[src/rtl/dmem_arbiter.sv]
// dmem_arbiter: shares one single-port synchronous data RAM between the CPU
// MEM stage and an external host/DMA port.
//   - The CPU has fixed priority. After the host has lost STARVE_LIMIT
//     consecutive cycles, the host wins the next one.
//   - A CPU that loses arbitration sees cpu_stall and holds its request.
//   - Read data returns one cycle after the grant, tagged with the
//     requester's rvalid. rdata is forced to 0 when rvalid is low.
// Ports:
//   clk, rst_n                        clock, asynchronous active-low reset
//   cpu_req/we/addr/wdata             CPU access request
//   cpu_stall, cpu_rvalid, cpu_rdata  CPU stall and load return
//   host_req/we/addr/wdata            host request, held until host_gnt
//   host_gnt, host_rvalid, host_rdata host accept and read return
//   mem_en/we/addr/wdata, mem_rdata   RAM interface (read latency 1)
module dmem_arbiter #(
    parameter int DATA_WIDTH   = 16,
    parameter int ADDR_WIDTH   = 16,
    parameter int STARVE_LIMIT = 4,
    parameter int CNT_WIDTH    = 4
) (
    input  logic                  clk,
    input  logic                  rst_n,
    input  logic                  cpu_req,
    input  logic                  cpu_we,
    input  logic [ADDR_WIDTH-1:0] cpu_addr,
    input  logic [DATA_WIDTH-1:0] cpu_wdata,
    output logic                  cpu_stall,
    output logic                  cpu_rvalid,
    output logic [DATA_WIDTH-1:0] cpu_rdata,
    input  logic                  host_req,
    input  logic                  host_we,
    input  logic [ADDR_WIDTH-1:0] host_addr,
    input  logic [DATA_WIDTH-1:0] host_wdata,
    output logic                  host_gnt,
    output logic                  host_rvalid,
    output logic [DATA_WIDTH-1:0] host_rdata,
    output logic                  mem_en,
    output logic                  mem_we,
    output logic [ADDR_WIDTH-1:0] mem_addr,
    output logic [DATA_WIDTH-1:0] mem_wdata,
    input  logic [DATA_WIDTH-1:0] mem_rdata
);

    localparam logic [CNT_WIDTH-1:0] LIMIT = CNT_WIDTH'(STARVE_LIMIT);

    logic [CNT_WIDTH-1:0] starve_cnt;
    logic                 cpu_rd_pend;
    logic                 host_rd_pend;
    logic                 host_wins;
    logic                 cpu_gnt;

    // Grants are qualified with rst_n so that the RAM interface and the
    // handshake outputs are quiet for the whole time reset is asserted,
    // not only after the first clock edge.
    always_comb begin
        host_wins = rst_n & host_req & (~cpu_req | (starve_cnt == LIMIT));
        cpu_gnt   = rst_n & cpu_req & ~host_wins;
        host_gnt  = host_wins;
        cpu_stall = rst_n & cpu_req & ~cpu_gnt;
        mem_en    = cpu_gnt | host_wins;
        mem_we    = 1'b0;
        mem_addr  = '0;
        mem_wdata = '0;
        if (host_wins) begin
            mem_we    = host_we;
            mem_addr  = host_addr;
            mem_wdata = host_wdata;
        end else if (cpu_gnt) begin
            mem_we    = cpu_we;
            mem_addr  = cpu_addr;
            mem_wdata = cpu_wdata;
        end
    end

    // Starvation counter: counts consecutive cycles in which the host asked
    // but was not granted. It saturates at the limit and clears on any
    // host grant or when the host stops requesting.
    always_ff @(posedge clk or negedge rst_n) begin
        if (!rst_n) begin
            starve_cnt <= '0;
        end else if (host_req && !host_wins) begin
            if (starve_cnt != LIMIT) begin
                starve_cnt <= starve_cnt + CNT_WIDTH'(1);
            end
        end else begin
            starve_cnt <= '0;
        end
    end

    // Read return tracking. Only one port is granted per cycle, so at most
    // one pending flag is ever set.
    always_ff @(posedge clk or negedge rst_n) begin
        if (!rst_n) begin
            cpu_rd_pend  <= 1'b0;
            host_rd_pend <= 1'b0;
        end else begin
            cpu_rd_pend  <= cpu_gnt & ~cpu_we;
            host_rd_pend <= host_wins & ~host_we;
        end
    end

    always_comb begin
        cpu_rvalid  = cpu_rd_pend;
        host_rvalid = host_rd_pend;
        cpu_rdata   = cpu_rd_pend  ? mem_rdata : '0;
        host_rdata  = host_rd_pend ? mem_rdata : '0;
    end

endmodule

[config.mk]
export PLATFORM = sky130hd
export DESIGN_NAME = dmem_arbiter
export DESIGN_NICKNAME = d
export VERILOG_FILES = /design/src/rtl/dmem_arbiter.sv
export SDC_FILE = /design/constraint.sdc
export NUM_CORES = 1
export LEC_CHECK = 0
export ABC_AREA = 1
export CAP_MARGIN = 20
export CORE_MARGIN = 4
export CORE_UTILIZATION = 26
export CTS_CLUSTER_SIZE = 30
export DETAILED_ROUTE_END_ITERATION = 7
export GPL_TIMING_DRIVEN = 0
export HOLD_SLACK_MARGIN = 0.03
export PLACE_DENSITY = 0.9
export SLEW_MARGIN = 5
export SYNTH_ARGS = -nofsm -noshare
export SYNTH_HDL_FRONTEND = slang
export SYNTH_SLANG_ARGS = --single-unit
[constraint.sdc]
create_clock -name clk -period 4.8 [get_ports clk]
set_input_delay 0.96 -clock clk [delete_from_list [all_inputs] [get_ports clk]]
set_output_delay 0.96 -clock clk [all_outputs]
set_load 0.01 [all_outputs]
Word level (Yosys, flattened, before mapping). Index checks and enable logic that the tools add are counted.

Register bits after elaboration: 6. Input bits: 86. Output and inout bits: 70. Word-level logic and storage cells: 33.

Add/sub/neg operators: 1. Equal/unequal tests: 3. Multiplexer cells: 10. Bitwise gates (word level): 14. Reductions and logical operators: 2.

Operators by type and width (number): 2-to-1 mux 16 bit (6); 2-to-1 mux 4 bit (2); AND 1 bit (7); NOT 1 bit (5); adder 4 x 1 -> 4 bit, second input constant (1); equality test 4 x 3 -> 1 bit, second input constant (1); != test 4 x 3 -> 1 bit, second input constant (1); 2-to-1 mux 1 bit (2); != test 2 x 1 -> 1 bit, second input constant (1); bitwise OR 1 bit (2); logical AND 1 bit (1); logical NOT 1 bit (1).

Depth between registers and ports, before layout.
Depth in word-level cells: 7. Mapped depth: 8. Mapped depth without buffers: 8.

Worst setup path after synthesis. Ideal clock, no wire load.

Path type: input port to output port. From: in host_req. To: out mem_addr[0]. Data arrival time: 1.594 ns. Required time: 3.840 ns. Slack: 2.246 ns. Stages: 6. Path buffers: 1. Cell sequence: nand2_1 -> inv_1 -> nand2_2 -> buf_6 -> nand3_1 -> nand2_1.

Longest elaborated chain between the ends: 6.

RTL lines: start: declaration (RTL line 30) `input logic host_req,`; AND 1 bit (*) (2 in series) (RTL line 56) `host_wins = rst_n & host_req & (~cpu_req | (starve_cnt == LIMIT));`; NOT 1 bit (RTL line 57) `cpu_gnt = rst_n & cpu_req & ~host_wins;`; AND 1 bit (RTL line 57); 2-to-1 mux 16 bit (RTL line 68) `end else if (cpu_gnt) begin`; 2-to-1 mux 16 bit (*) (RTL line 64) `if (host_wins) begin`; end: declaration (RTL line 39) `output logic [ADDR_WIDTH-1:0] mem_addr,`.

Mark *: on every way between the ends. The rest lies on a longest branch, timed or not.

Worst setup path after layout.
From: in rst_n. To: out mem_addr[5].

Longest elaborated chain between the ends: 6. Elaborated cells on any way between the ends: 7. Those cells by class: mux: 2; bitwise: 5.

RTL lines: start: declaration (RTL line 22) `input logic rst_n,`; AND 1 bit (2 in series) (RTL line 56); NOT 1 bit (RTL line 57); AND 1 bit (RTL line 57); 2-to-1 mux 16 bit (RTL line 68); 2-to-1 mux 16 bit (*) (RTL line 64).

Marked as above.

==> results.py <==
metrics = {
    "finish": {
        "final_cell_mix": "155 x clkdlybuf4s50_1, 115 x nand2_1, 42 x inv_1",
        "diodes": 0,
        "final_cells": 434,
        "syn_to_final_growth_pct": 149,
        "fillCellCount": 366,
        "nNetsFinal": 474,
        "post_route_cells_drive_above_1_share_pct": 3.91,
        "final_common_cell": "clkdlybuf4s50_1",
    },
    "clock_tree": {
        "cts_root_buf": "clkbuf_8",
        "cts_tree": "yes",
        "clock-sinks": 6,
        "post-cts-setup-buffer-count": 0,
        "cts-resized-gates": 0,
        "cts-htree-levels": 1,
        "cts_buffers": 3,
        "clkLatencyLatePin_ns": 0.22,
        "clockBufferDepth": 2,
        "postCtsHoldBufs": 0,
        "path_clk_slew_ns": 0.04,
    },
    "sta": {
        "hold_violations": 0,
        "finalCritPeriodShare_pct": 82.3,
        "whs_ns": 0.619,
        "fmax_mhz": 253,
        "finalClockSkew_ns": 0.00126,
        "tns_ns": 0,
        "rsz0062_at_grt": "false",
        "final_max_slew_viol_count": 0,
        "worstMarginPinSlew_ns": 0.440,
        "setup_viol": 0,
        "period_needed_ns": 3.95,
        "fin_ws_ns": 0.849,
        "relSlewSlack_pct": 70.7,
    },
    "worst_setup_path": {
        "path_buf_inv": 3,
        "r2r_cells": 7,
        "cp.arrival_ns": 2.99,
        "crit_top_cell": "nand2_1",
        "r2r-start": "starve_cnt[0]",
        "critPathKind": "input port to primary output",
        "critPathTopFamily": "buffers and inverters",
        "cp_cell_sequence": "clkdlybuf4s50_1 > nand2_1 > a21oi_4 > buf_6 > nand2_1 > nand2_1 > clkdlybuf4s50_1",
        "required_ns": 3.84,
        "crit_cells": 7,
        "critPathLaunchType": "input port",
        "cp-end-kind": "primary output",
        "rr_endpoint": "starve_cnt[3]",
        "critPathMaxFanout": 10,
        "r2r_slack_ns": 3.32,
        "crit_path_top_delay_cell": "clkdlybuf4s50_1",
        "max_stage_delay_ns": 0.67,
    },
    "power": {
        "p_per_area_mw_per_mm2": 124,
        "p_leak_nw": 1.49,
        "finalPower_mw": 0.344,
        "ir_drop_v": 0.0000724,
    },
    "floorplan": {
        "die_area_sq_mm": 0.00539,
        "num_io_pins": 156,
        "die_width_um": 73.4,
        "rows": 23,
        "core_area_sq_mm": 0.00406,
        "die_h_um": 73.4,
        "initial_core_util_pct": 27.4,
    },
    "logic_synthesis": {
        "seq_area_frac_synth_pct": 13.5,
        "synth_seq_cells": 6,
        "netlist_area_sq_mm": 0.00111,
        "synth_nets": 314,
        "synthDistinctLibCells": 15,
        "yosysWarnings": 0,
        "syn_inst": 226,
        "syn_area_per_cell_sq_um": 4.92,
    },
    "route": {
        "avgRoutedWirePerCell_um": 12.1,
        "vias": 1901,
        "first_pass_iters": 4,
        "detail-route-antenna-nets": 0,
        "via_per_inst": 4.38,
        "post-route-drc-count": 0,
        "wl_um": 5250,
        "drt-initial-drc-count": 36,
    },
    "hold_path": {
        "hp-start": "starve_cnt[3]",
        "hold_path_depth": 3,
        "hp-class": "flop to flop",
        "min_to": "starve_cnt[3]",
    },
    "placement": {
        "gp_congestion": 0.843,
        "place_inst": 431,
        "io_buffer_count": 155,
        "hpwl_um": 4570,
        "dpl_worst_slack_ns": 0.803,
    },
    "grt": {
        "grtUsageTotal_pct": 18.2,
        "antenna_found_initial": 0,
        "grt.overflow.total": 0,
        "grt_max_degree": 11,
        "grt_pass1_wl_um": 7780,
        "grt_pass1_vias": 1802,
    },
    "run": {
        "drv_cap": 0,
    },
    "status": {
        "status": "finished clean",
    },
}
==> routing by layer <==
layer | up-vias | wire length, um | track usage (%)
li1 | 986 | - | -
met1 | 789 | 1790 | 17.1
met2 | 118 | 2590 | 35.7
met3 | 8 | 780 | 6.43
met4 | 0 | 83 | 6.04
met5 | - | 0 | 0
==> metrics by stage <==
stage | cell area (sq um) | utilization [%]
6_report | 2770 | 68.2
5_1_grt | 2770 | 68.2
4_1_cts | 2770 | 68.2
3_5_place_dp | 2730 | 67.2
3_3_place_gp | 2730 | 67.2
2_1_floorplan | 1110 | -
==> synthesized netlist by cell type <==
cell type / n / area, sq um
buf_6: 6 / 67.6
nand3_1: 33 / 165
inv_1: 42 / 158
nand2_2: 1 / 6.26
dfrtp_1: 6 / 150
a21oi_4: 1 / 16.3
ha_1: 2 / 25.0
o21ai_0: 2 / 10.0
nor2_1: 8 / 30.0
buf_2: 3 / 15.0
nand2_1: 115 / 432
xor2_1: 1 / 8.76
nand3_2: 1 / 10.0
clkbuf_1: 4 / 15.0
clkinv_1: 1 / 3.75
==> worst min-delay path, cell delays in order, from the launching register on <==
cell,delay (ns)
dfrtp_1,0.37
o21ai_0,0.11
nand2_1,0.06
nor2_1,0.04
==> registers in the layout, summed over array words and instances, names as in the netlist <==
signal / count
cpu_rvalid: 1
host_rvalid: 1
starve_cnt: 4
==> area by class of cell <==
class | instances | area, sq um | area share [%]
clock buffers | 3 | 41.3 | 1.49
flip-flops and latches | 6 | 150 | 5.42
plain buffers | 13 | 97.6 | 3.53
inverters | 43 | 161 | 5.83
well taps | 50 | 62.6 | 2.26
repair buffers | 155 | 1550 | 56.1
multi-input cells | 164 | 703 | 25.4
==> how the worst max path moves through the flow <==
stage	from	to
after global placement	rst_n	mem_addr[13]
after CTS	rst_n	mem_addr[5]
after floorplan	host_req	mem_addr[0]
final	rst_n	mem_addr[5]
after detailed placement	rst_n	mem_addr[5]
after global routing	rst_n	mem_wdata[9]
==> report_power, final <==
part | internal [mW] | switching [mW]
combinational | 0.128 | 0.0797
sequential | 0.0548 | 0.00381
clock | 0.0541 | 0.0241
==> logic make-up (layout without fill, tap and decap cells) <==
group                      Yosys count  after routing  share of synthesized area (%)
AOI/OAI and AO/OA                    3              3                           2.36
xor gates and xnor gates             1              1                          0.788
DFF                                  6              6                           13.5
and+or+nand+nor                    158            158                           57.8
adders and majority gates            2              2                           2.25
buffers and inverters               56            214                           23.3
Power figures use the tool's default switching activity.
